<file path="src/rtl/wave_fetch_scheduler_pkg.sv">
// Shared definitions for the wavefront fetch scheduler: slot counts, id and
// credit widths, and the enabled id-to-one-hot decoder used by the top level.
package wave_fetch_scheduler_pkg;

    localparam int WF_PER_CU    = 40;
    localparam int WF_ID_LENGTH = 6;
    localparam int CREDIT_W     = 4;

    // Enabled 6-to-40 decoder; ids beyond the last slot decode to all zeros.
    function automatic logic [WF_PER_CU-1:0] dec_6to40(input logic en,
                                                       input logic [WF_ID_LENGTH-1:0] id);
        logic [WF_PER_CU-1:0] oh;
        oh = '0;
        if (en && (int'(id) < WF_PER_CU)) oh[id] = 1'b1;
        return oh;
    endfunction

endpackage

</file>
<file path="src/rtl/wave_fetch_scheduler_if.sv">
// Fetch request channel between the scheduler (master) and the fetch unit (slave),
// including the credit return strobe from the fetch unit.
interface wave_fetch_scheduler_if;

    logic                                            fetch_valid;
    logic [wave_fetch_scheduler_pkg::WF_ID_LENGTH-1:0] fetch_wfid;
    logic                                            fetch_ready;
    logic                                            fetch_return_en;

    modport master (output fetch_valid, fetch_wfid, input fetch_ready, fetch_return_en);
    modport slave  (input fetch_valid, fetch_wfid, output fetch_ready, fetch_return_en);

endinterface

</file>
<file path="src/rtl/wave_fetch_scheduler_picker.sv">
// Round-robin priority picker over the 40 wavefront slots: rotate the eligible
// vector down by rr_ptr, find the lowest set bit, then map back to a slot id.
module rr_priority_picker_40
    import wave_fetch_scheduler_pkg::*;
(
    input  logic [WF_PER_CU-1:0]    eligible,
    input  logic [WF_ID_LENGTH-1:0] rr_ptr,
    output logic [WF_ID_LENGTH-1:0] winner,
    output logic                    hit
);

    logic [WF_PER_CU-1:0]    rot;
    logic [WF_ID_LENGTH-1:0] k;
    logic [WF_ID_LENGTH:0]   sum;

    always_comb begin
        rot = WF_PER_CU'({eligible, eligible} >> rr_ptr);
        k   = '0;
        hit = 1'b0;
        for (int i = WF_PER_CU - 1; i >= 0; i--) begin
            if (rot[i]) begin
                k   = WF_ID_LENGTH'(i);
                hit = 1'b1;
            end
        end
        // rr_ptr is always a valid slot, so one subtraction completes the modulo.
        sum = {1'b0, rr_ptr} + {1'b0, k};
        if (sum >= (WF_ID_LENGTH + 1)'(WF_PER_CU)) sum = sum - (WF_ID_LENGTH + 1)'(WF_PER_CU);
        winner = sum[WF_ID_LENGTH-1:0];
    end

endmodule

</file>
<file path="src/rtl/wave_fetch_scheduler.sv">
// Collects per-wavefront fetch requests into a pending bitmap and issues one
// round-robin winner at a time on the fetch channel, bounded by a credit count.
module wave_fetch_scheduler
    import wave_fetch_scheduler_pkg::*;
#(
    parameter int MAX_OUTSTANDING = 4
) (
    input  logic                    clk,
    input  logic                    rst,
    input  logic [WF_PER_CU-1:0]    wave_valid_entries,
    input  logic                    dispatch_en,
    input  logic [WF_ID_LENGTH-1:0] dispatch_wfid,
    input  logic                    dealloc_en,
    input  logic [WF_ID_LENGTH-1:0] dealloc_wfid,
    wave_fetch_scheduler_if.master  fetch_bus,
    output logic [WF_PER_CU-1:0]    pending_bitmap,
    output logic                    credit_err
);

    logic [WF_PER_CU-1:0]    pending;
    logic                    fetch_valid;
    logic [WF_ID_LENGTH-1:0] fetch_wfid;
    logic [CREDIT_W-1:0]     credits;
    logic [WF_ID_LENGTH-1:0] rr_ptr;
    logic                    err;

    logic                    accept;
    logic                    ret;
    logic [WF_PER_CU-1:0]    set_vec;
    logic [WF_PER_CU-1:0]    acc_oh;
    logic [WF_PER_CU-1:0]    dealloc_oh;
    logic [WF_PER_CU-1:0]    eligible;
    logic [WF_ID_LENGTH-1:0] winner;
    logic                    hit;
    logic [CREDIT_W-1:0]     credits_left;
    logic                    load;
    logic                    withdraw;

    localparam logic [CREDIT_W-1:0] CREDIT_MAX = CREDIT_W'(MAX_OUTSTANDING);

    assign accept     = fetch_valid & fetch_bus.fetch_ready;
    assign ret        = fetch_bus.fetch_return_en;
    assign set_vec    = wave_valid_entries | dec_6to40(dispatch_en, dispatch_wfid);
    assign acc_oh     = dec_6to40(accept, fetch_wfid);
    assign dealloc_oh = dec_6to40(dealloc_en, dealloc_wfid);
    // The wavefront sitting in the output register must not be picked twice.
    assign eligible   = pending & ~dec_6to40(fetch_valid, fetch_wfid);

    rr_priority_picker_40 u_picker (
        .eligible (eligible),
        .rr_ptr   (rr_ptr),
        .winner   (winner),
        .hit      (hit)
    );

    // A slot freed by this cycle's accept is already usable for the next load.
    assign credits_left = credits - CREDIT_W'(accept);
    assign load         = (~fetch_valid | accept) & hit & (credits_left != '0);
    assign withdraw     = dealloc_en & (dealloc_wfid == fetch_wfid) & fetch_valid
                          & ~fetch_bus.fetch_ready;

    always_ff @(posedge clk) begin
        if (rst) begin
            pending     <= '0;
            fetch_valid <= 1'b0;
            fetch_wfid  <= '0;
            credits     <= CREDIT_MAX;
            rr_ptr      <= '0;
            err         <= 1'b0;
        end else begin
            pending <= ((pending & ~acc_oh) | set_vec) & ~dealloc_oh;

            if (load) begin
                fetch_valid <= 1'b1;
                fetch_wfid  <= winner;
                rr_ptr      <= (winner == WF_ID_LENGTH'(WF_PER_CU - 1)) ? '0 : winner + 1'b1;
            end else if (accept || withdraw) begin
                fetch_valid <= 1'b0;
            end

            if (accept && !ret) begin
                credits <= credits - 1'b1;
            end else if (!accept && ret) begin
                if (credits == CREDIT_MAX) err <= 1'b1;
                else                       credits <= credits + 1'b1;
            end
        end
    end

    assign fetch_bus.fetch_valid = fetch_valid;
    assign fetch_bus.fetch_wfid  = fetch_wfid;
    assign pending_bitmap        = pending;
    assign credit_err            = err;

endmodule

</file>
<file path="src/flat_wrapper.sv">
// flat-port wrapper written by rule: the top's interface ports become plain ports
module wave_fetch_scheduler_flat import wave_fetch_scheduler_pkg::*;
#(
    parameter int MAX_OUTSTANDING = 4
)
  (clk, rst, wave_valid_entries, dispatch_en, dispatch_wfid, dealloc_en, dealloc_wfid, pending_bitmap, credit_err, fetch_bus_fetch_valid, fetch_bus_fetch_wfid, fetch_bus_fetch_ready, fetch_bus_fetch_return_en);
  wave_fetch_scheduler_if fetch_bus_i ();
  input  logic clk;
  input  logic rst;
  input  logic [WF_PER_CU-1:0] wave_valid_entries;
  input  logic dispatch_en;
  input  logic [WF_ID_LENGTH-1:0] dispatch_wfid;
  input  logic dealloc_en;
  input  logic [WF_ID_LENGTH-1:0] dealloc_wfid;
  output logic [WF_PER_CU-1:0] pending_bitmap;
  output logic credit_err;
  output wire logic [$bits(fetch_bus_i.fetch_valid)-1:0] fetch_bus_fetch_valid;
  output wire logic [$bits(fetch_bus_i.fetch_wfid)-1:0] fetch_bus_fetch_wfid;
  input wire logic [$bits(fetch_bus_i.fetch_ready)-1:0] fetch_bus_fetch_ready;
  input wire logic [$bits(fetch_bus_i.fetch_return_en)-1:0] fetch_bus_fetch_return_en;
  assign fetch_bus_fetch_valid = fetch_bus_i.fetch_valid;
  assign fetch_bus_fetch_wfid = fetch_bus_i.fetch_wfid;
  assign fetch_bus_i.fetch_ready = fetch_bus_fetch_ready;
  assign fetch_bus_i.fetch_return_en = fetch_bus_fetch_return_en;
  wave_fetch_scheduler #(.MAX_OUTSTANDING(MAX_OUTSTANDING)) u_core (.clk(clk), .rst(rst), .wave_valid_entries(wave_valid_entries), .dispatch_en(dispatch_en), .dispatch_wfid(dispatch_wfid), .dealloc_en(dealloc_en), .dealloc_wfid(dealloc_wfid), .fetch_bus(fetch_bus_i), .pending_bitmap(pending_bitmap), .credit_err(credit_err));
endmodule
</file>
<file path="config.mk">
export PLATFORM = sky130hd
export DESIGN_NAME = wave_fetch_scheduler_flat
export DESIGN_NICKNAME = d
export VERILOG_FILES = /design/src/rtl/wave_fetch_scheduler_pkg.sv /design/src/rtl/wave_fetch_scheduler_if.sv /design/src/rtl/wave_fetch_scheduler_picker.sv /design/src/rtl/wave_fetch_scheduler.sv /design/src/flat_wrapper.sv
export SDC_FILE = /design/constraint.sdc
export NUM_CORES = 1
export LEC_CHECK = 0
export ABC_AREA = 1
export BUFFER_PORTS_ARGS = -buffer_cell sky130_fd_sc_hd__buf_2
export CORE_MARGIN = 2
export CORE_UTILIZATION = 55
export DETAILED_ROUTE_END_ITERATION = 10
export HOLD_SLACK_MARGIN = 0.15
export PLACE_DENSITY_LB_ADDON = 0.08
export SLEW_MARGIN = 25
export SYNTH_ARGS = -nofsm -noshare
export SYNTH_HDL_FRONTEND = slang
export SYNTH_SLANG_ARGS = --single-unit
</file>
<file path="constraint.sdc">
create_clock -name clk -period 16.1 [get_ports clk]
set_clock_uncertainty 0.05 [all_clocks]
set_input_delay 0.805 -clock clk [delete_from_list [all_inputs] [get_ports clk]]
set_output_delay 0.805 -clock clk [all_outputs]
set_load 0.01 [all_outputs]
</file>
# Yosys cells after proc, flatten, opt, wreduce, memory -nomap -nowiden
# Cells that the tools add are included.
[totals] input_bits=58 register_bits=58 out_inout_bits=48 word_cells=159
[classes] reduce_logical=17 add_sub_neg=6 n_eq_ne=4 n_lt_le_gt_ge=10 bitwise_logic=18 shifts=1 n_mux=97
[op_table] cell="6-bit two-way mux" count=42
[op_table] cell="40-bit two-way mux" count=4
[op_table] cell="40-bit AND" count=3
[op_table] cell="40-bit inverter" count=3
[op_table] cell="40-bit OR" count=2
[op_table] cell="80-bit by 6-bit >> shifter with 40-bit output" count=1
[op_table] cell="1-bit two-way mux" count=45
[op_table] cell="6-bit by 7-bit < comparator with 1-bit output, second input constant" count=3
[op_table] cell="1-bit demux with 6-bit select" count=3
[op_table] cell="6-bit by 1-bit >= comparator with 1-bit output, second input constant" count=3
[op_table] cell="6-bit < comparator, second input constant" count=3
[op_table] cell="4-bit two-way mux" count=3
[op_table] cell="1-bit logical AND" count=9
[op_table] cell="6-bit by 6-bit adder with 7-bit output" count=1
[op_table] cell="7-bit by 6-bit >= comparator with 1-bit output, second input constant" count=1
[op_table] cell="6-bit by 1-bit adder with 6-bit output, second input constant" count=1
[op_table] cell="1-bit AND" count=6
[op_table] cell="6-bit equality test" count=1
[op_table] cell="6-bit equality test, second input constant" count=1
[op_table] cell="6-bit subtractor, second input constant" count=1
[op_table] cell="4-bit by 1-bit adder with 4-bit output, second input constant" count=1
[op_table] cell="4-bit by 3-bit equality test with 1-bit output, second input constant" count=1
[op_table] cell="2-bit nonzero test" count=2
[op_table] cell="4-bit nonzero test" count=1
[op_table] cell="other kinds (9)" count=12

# Logic depth before layout (Yosys ltp)
[depth] ltp_word=53 depth_mapped=69 mapped_depth_nobuf=69

# Modules after synthesis
# A second synthesis with hierarchy kept.
[hier_totals] hier_cells=1375 hier_area_um2=7482.2
[modules_own_cells] module="rr_priority_picker_40" seq_area_each_um2=0.0 cells_each=821 area_per_inst_um2=3858.7 n_inst=1
[modules_own_cells] module="wave_fetch_scheduler" seq_area_each_um2=1161.1 cells_each=554 area_per_inst_um2=3623.5 n_inst=1

# Least setup slack after synthesis
# OpenSTA, ideal clock, no wires.
[synth_timing] path_type="register to register" startpoint="register u_core.fetch_valid (netlist: u_core.fetch_bus.fetch_valid)" endpoint="register u_core.rr_ptr[5]" n_path_buf=0 arrival_ps=5560 slack_ps=10356 required_time_ps=15915 path_stages_with_launch=65 setup_time_ps=135 synth_period_minus_slack_ps=5744 path_cell_list="dfxtp_1 -> nand2_4 -> nor2_4 -> nand2_1 -> nand2_1 -> nand2_1 -> o21ai_1 -> nand2_1 -> nand2_1 -> nand2_1 -> nand2_1 -> nand2_1 -> o21a_1 -> o21a_1 -> a21oi_1 -> nand2_1 -> nand2_1 -> nand2_1 -> (+29 left out) -> a21oi_2 -> ha_1 -> fa_1 -> a21oi_1 -> o21ai_0 -> xor2_1 -> inv_1 -> ha_1 -> inv_1 -> o21ai_0 -> nand2_1 -> nand2_1 -> o21ai_0 -> inv_1 -> nor2_1 -> or2_2 -> a31oi_1 -> a211oi_1"
[synth_between] elab_chain_len=50 elab_cells_between_ends=99 cone_classes="add/sub: 4; order compare: 1; eq/ne: 1; shift: 1; mux: 83; bitwise: 7; reduce/logical: 2"
[synth_lines] item="from (decl)" line_no="wave_fetch_scheduler.sv:21" source="logic fetch_valid;"
[synth_lines] item="from (signal assigned)" line_no="wave_fetch_scheduler.sv:65" source="fetch_valid <= 1'b0;"
[synth_lines] item="from (signal assigned)" line_no="wave_fetch_scheduler.sv:74" source="fetch_valid <= 1'b1;"
[synth_lines] item="from (signal assigned)" line_no="wave_fetch_scheduler.sv:78" source="fetch_valid <= 1'b0;"
[synth_lines] item="1-bit logical AND" line_no="wave_fetch_scheduler_pkg.sv:14" source="if (en && (int'(id) < WF_PER_CU)) oh[id] = 1'b1;"
[synth_lines] item="40-bit two-way mux" line_no="wave_fetch_scheduler_pkg.sv:14"
[synth_lines] item="40-bit inverter" line_no="wave_fetch_scheduler.sv:47" source="assign eligible = pending & ~dec_6to40(fetch_valid, fetch_wfid);"
[synth_lines] item="40-bit AND" line_no="wave_fetch_scheduler.sv:47"
[synth_lines] item="80-bit by 6-bit >> shifter with 40-bit output" line_no="wave_fetch_scheduler_picker.sv:17" source="rot = WF_PER_CU'({eligible, eligible} >> rr_ptr);"
[synth_lines] item="6-bit two-way mux (40 in series)" line_no="wave_fetch_scheduler_picker.sv:21" source="if (rot[i]) begin"
[synth_lines] item="6-bit by 6-bit adder with 7-bit output" line_no="wave_fetch_scheduler_picker.sv:27" source="sum = {1'b0, rr_ptr} + {1'b0, k};"
[synth_lines] item="6-bit subtractor or 7-bit by 6-bit >= comparator with 1-bit output (tied branches)" line_no="wave_fetch_scheduler_picker.sv:28" source="if (sum >= (WF_ID_LENGTH + 1)'(WF_PER_CU)) sum = sum - (WF_ID_LENGTH + 1)'(WF_PER_CU);"
[synth_lines] item="6-bit two-way mux" line_no="wave_fetch_scheduler_picker.sv:28"
[synth_lines] item="6-bit by 1-bit adder with 6-bit output or 6-bit equality test (tied branches)" line_no="wave_fetch_scheduler.sv:76" source="rr_ptr <= (winner == WF_ID_LENGTH'(WF_PER_CU - 1)) ? '0 : winner + 1'b1;"
[synth_lines] item="6-bit two-way mux" line_no="wave_fetch_scheduler.sv:76"
[synth_lines] item="to (signal assigned)" line_no="wave_fetch_scheduler.sv:76"
[synth_lines] item="to (decl)" line_no="wave_fetch_scheduler.sv:24" source="logic [WF_ID_LENGTH-1:0] rr_ptr;"
# Parallel ways exist; a longest one is shown, timed or not.
# A chain may end at the register's enable or synchronous reset.

# Final worst setup path
[layout_timing] startpoint="register u_core.fetch_valid (netlist: u_core.fetch_bus.fetch_valid)" endpoint="register u_core.rr_ptr[3]"
# Same word-level chain as after synthesis.

==> results_dict.tcl <==
set metrics [dict create \
    vias 9605 \
    worst_pin_slew_ns 1.02 \
    worstHoldStart "u_core.credit_err$_SDFFE_PP0P_" \
    max_stage_delay_ns 0.57 \
    arrival_ns 7.06 \
    grt_pass1_vias 8541 \
    clk_pin_slew_ns 0.05 \
    nNetsFinal 1443 \
    start_util_pct 55.8 \
    coreArea_mm2 0.0131 \
    cts_buffers 9 \
    finalHoldViolCount 0 \
    r2r-end "u_core.rr_ptr[3]$_SDFFE_PP0P_" \
    die_x_um 119 \
    max_freq_mhz 144 \
    min_to "u_core.credit_err$_SDFFE_PP0P_" \
    synthToLayoutAreaGrowth_pct 11.2 \
    synth_fp_nets 1382 \
    reg2reg_depth 62 \
    finalSetupViolCount 0 \
    syn_inst 1308 \
    post-route-min-period_ns 6.93 \
    crit_path_max_fanout 7 \
    cts_tree "done" \
    hpwl_um 21900 \
    port_buffers 105 \
    power.leakage_nw 3.72 \
    ios 106 \
    grt_pass1_wl_um 44400 \
    final-seq-area_mm2 0.00116 \
    synth-warning-count 0 \
    viasPerCell 6.20 \
    netlist_area_mm2 0.00733 \
    grt_start_max_net_pins 52 \
    rows 42 \
    drt_wl_total_um 27800 \
    synth_edf_count 0 \
    gr-total-overflow 0 \
    maxCapViolCount 0 \
    nFillCells 1377 \
    cts_root_buffer "clkbuf_16" \
    placed_cell_area_mm2 0.00784 \
    cts_max_level 3 \
    layout-drive-gt1-share_pct 12.9 \
    ant_nets 0 \
    endpoint_kind "register" \
    cts.sinks 58 \
    ctsResizeCount 0 \
    postCtsHoldBufs 0 \
    clk_path_buf_depth 2 \
    clock_latency_ns 0.33 \
    postLayoutCellArea_mm2 0.00816 \
    track_usage_pct 38.9 \
    min_path_cells 2 \
    slew_violations 0 \
    multi_input_area_mm2 0.00540 \
    drt_iter0_markers 1161 \
    r2r_slack_ns 9.17 \
    r2r-start "u_core.fetch_bus.fetch_valid$_SDFFE_PP0P_" \
    wl_per_cell_um 18.0 \
    die_h_um 119 \
    rsz0062_at_grt "no" \
    tns_ns 0 \
    yosysSeqAreaShare_pct 15.8 \
    drt_first_pass_iters 6 \
    diodes 0 \
    crit_type "register to register" \
    die_area_mm2 0.0143 \
    drc 0 \
    syn_avg_cell_area_um2 5.60 \
    cts_setup_buffers 0 \
    grt_antenna_before_repair 0 \
    routabilityCongestion 1.06 \
    synth-seq-cells 58 \
    ir_drop_v 0.0000892 \
    timing.slew.headroom_pct 31.6 \
    async_flop_share_pct 0 \
    post-route-period-util_pct 43.0 \
    status "complete, no violations" \
    power_density_mw_per_mm2 213 \
    yosysUniqueCellTypes 56 \
    hp-class "register to register" \
    worstSetupStartpointType "register" \
    cp_slowest_cell "dfxtp_1" \
    crit_required_ns 16.24 \
    synth_ff_type "dfxtp_1" \
    crit_top_cell "nand2_1" \
]
routing by layer:
| metal | share of wire, % | GRT usage [%] | wire length, um | vias up |
|---|---|---|---|---|
| li1 | - | - | - | 4636 |
| met4 | 5.2 | 19.3 | 1440 | 0 |
| met5 | 0 | 0 | 0 | - |
| met3 | 9.2 | 6.08 | 2570 | 90 |
| met2 | 44 | 59.6 | 12100 | 585 |
| met1 | 42 | 52.9 | 11700 | 4294 |
cell usage in the layout (no fill, tap or decap), types with 5 or more instances in the layout:
master | Yosys | final
a211oi_1 | 21 | 21
a21oi_1 | 89 | 89
a31oi_1 | 17 | 17
and2_1 | 5 | 5
buf_2 | 15 | 105
buf_4 | 5 | 10
clkbuf_16 | 0 | 9
dfxtp_1 | 58 | 58
ha_1 | 14 | 14
inv_1 | 115 | 113
inv_2 | 6 | 8
nand2_1 | 293 | 293
nand3_1 | 278 | 278
nand4_1 | 6 | 6
nor2_1 | 94 | 94
nor2_2 | 6 | 6
nor2_4 | 7 | 7
nor3_1 | 22 | 22
o211ai_1 | 18 | 18
o21ai_0 | 118 | 118
o21ai_1 | 8 | 8
o22ai_1 | 5 | 5
xnor2_1 | 5 | 5
area by class of cell:
| type | count | area share (%) |
|---|---|---|
| clock buffers | 11 | 2.98 |
| flip-flops and latches | 58 | 14.2 |
| multi-input cells | 1063 | 66.2 |
| inverters | 122 | 5.62 |
| repair buffers | 115 | 7.36 |
| well taps | 176 | 2.70 |
| clock inverters | 5 | 0.951 |
where the power goes:
| part | leakage (nW) | internal [mW] | switching (mW) |
|---|---|---|---|
| Clock | 0.156 | 0.139 | 0.0692 |
| Combinational | 3.07 | 0.417 | 0.903 |
| Sequential | 0.485 | 0.171 | 0.0351 |
through the flow:
| step | worst slack (ns) | power (mW) | utilization (%) | hold slack [ns] | std cells |
|---|---|---|---|---|---|
| 6_report | 9.17 | 1.74 | 62.1 | 0.406 | 1550 |
| 3_3_place_gp | 9.17 | 1.48 | 59.6 | 0.388 | 1534 |
| 5_1_grt | 8.34 | 1.90 | 62.1 | 0.419 | 1550 |
| 2_1_floorplan | 10.36 | 1.20 | - | 0.390 | 1308 |
| 4_1_cts | 9.03 | 1.70 | 62.1 | 0.408 | 1550 |
| 3_5_place_dp | 9.07 | 1.49 | 59.6 | 0.399 | 1534 |
synthesized netlist by cell type (4+ instances only):
master | number | area (um2)
xor2_1 | 4 | 35.0
nor3_1 | 22 | 110
and2_1 | 5 | 31.3
dfxtp_1 | 58 | 1160
inv_1 | 115 | 432
nor2_1 | 94 | 353
a21oi_1 | 89 | 445
clkbuf_1 | 19 | 71.3
nand2_1 | 293 | 1100
nor2_2 | 6 | 37.5
o211ai_1 | 18 | 135
o21ai_0 | 118 | 591
nand4_1 | 6 | 37.5
buf_1 | 21 | 78.8
a211oi_1 | 21 | 158
ha_1 | 14 | 175
o21ai_1 | 8 | 40.0
a21boi_2 | 4 | 45.0
nor2_4 | 7 | 78.8
nand3_2 | 4 | 40.0
buf_2 | 15 | 75.1
o22ai_1 | 5 | 31.3
buf_4 | 5 | 37.5
nand3_1 | 278 | 1390
a31oi_1 | 17 | 106
o21a_1 | 4 | 30.0
inv_2 | 6 | 22.5
a21boi_1 | 4 | 30.0
xnor2_1 | 5 | 43.8
cells by family (layout without fill, tap and decap cells):
logic type                 count (synthesis)  after routing  share of synthesized area [%]
AOI/OAI and AO/OA                        309            309                           24.5
DFF                                       58             58                           15.8
buffers and inverters                    187            253                           10.6
muxes                                      2              2                          0.273
xor gates and xnor gates                   9              9                           1.08
adders and majority gates                 16             16                           2.94
and+or+nand+nor                          727            727                           44.8
sequential cells by signal (all words and copies together) (netlist names):
name	cells
u_core.credits	4
u_core.credit_err	1
u_core.pending_bitmap	40
u_core.fetch_bus.fetch_wfid	6
u_core.rr_ptr	6
u_core.fetch_bus.fetch_valid	1
worst max path at each step:
stage | endpoint | from
after floorplan | u_core.rr_ptr[5]$_SDFFE_PP0P_ | u_core.fetch_bus.fetch_valid$_SDFFE_PP0P_
after global placement | u_core.rr_ptr[5]$_SDFFE_PP0P_ | u_core.rr_ptr[1]$_SDFFE_PP0P_
after detailed placement | u_core.rr_ptr[5]$_SDFFE_PP0P_ | u_core.rr_ptr[1]$_SDFFE_PP0P_
after CTS | u_core.rr_ptr[3]$_SDFFE_PP0P_ | u_core.rr_ptr[1]$_SDFFE_PP0P_
after global routing | u_core.rr_ptr[3]$_SDFFE_PP0P_ | u_core.fetch_bus.fetch_valid$_SDFFE_PP0P_
final | u_core.rr_ptr[3]$_SDFFE_PP0P_ | u_core.fetch_bus.fetch_valid$_SDFFE_PP0P_
critical path: cells and delay by family, from the launching register on:
family	cells	cell delay (ns)
AOI/OAI and AO/OA	12	1.75
buffers and inverters	2	0.14
DFF	1	0.57
adders and majority gates	3	0.62
xor gates and xnor gates	2	0.50
and+or+nand+nor	43	3.13
No activity file was read; power rests on OpenSTA's default activity.
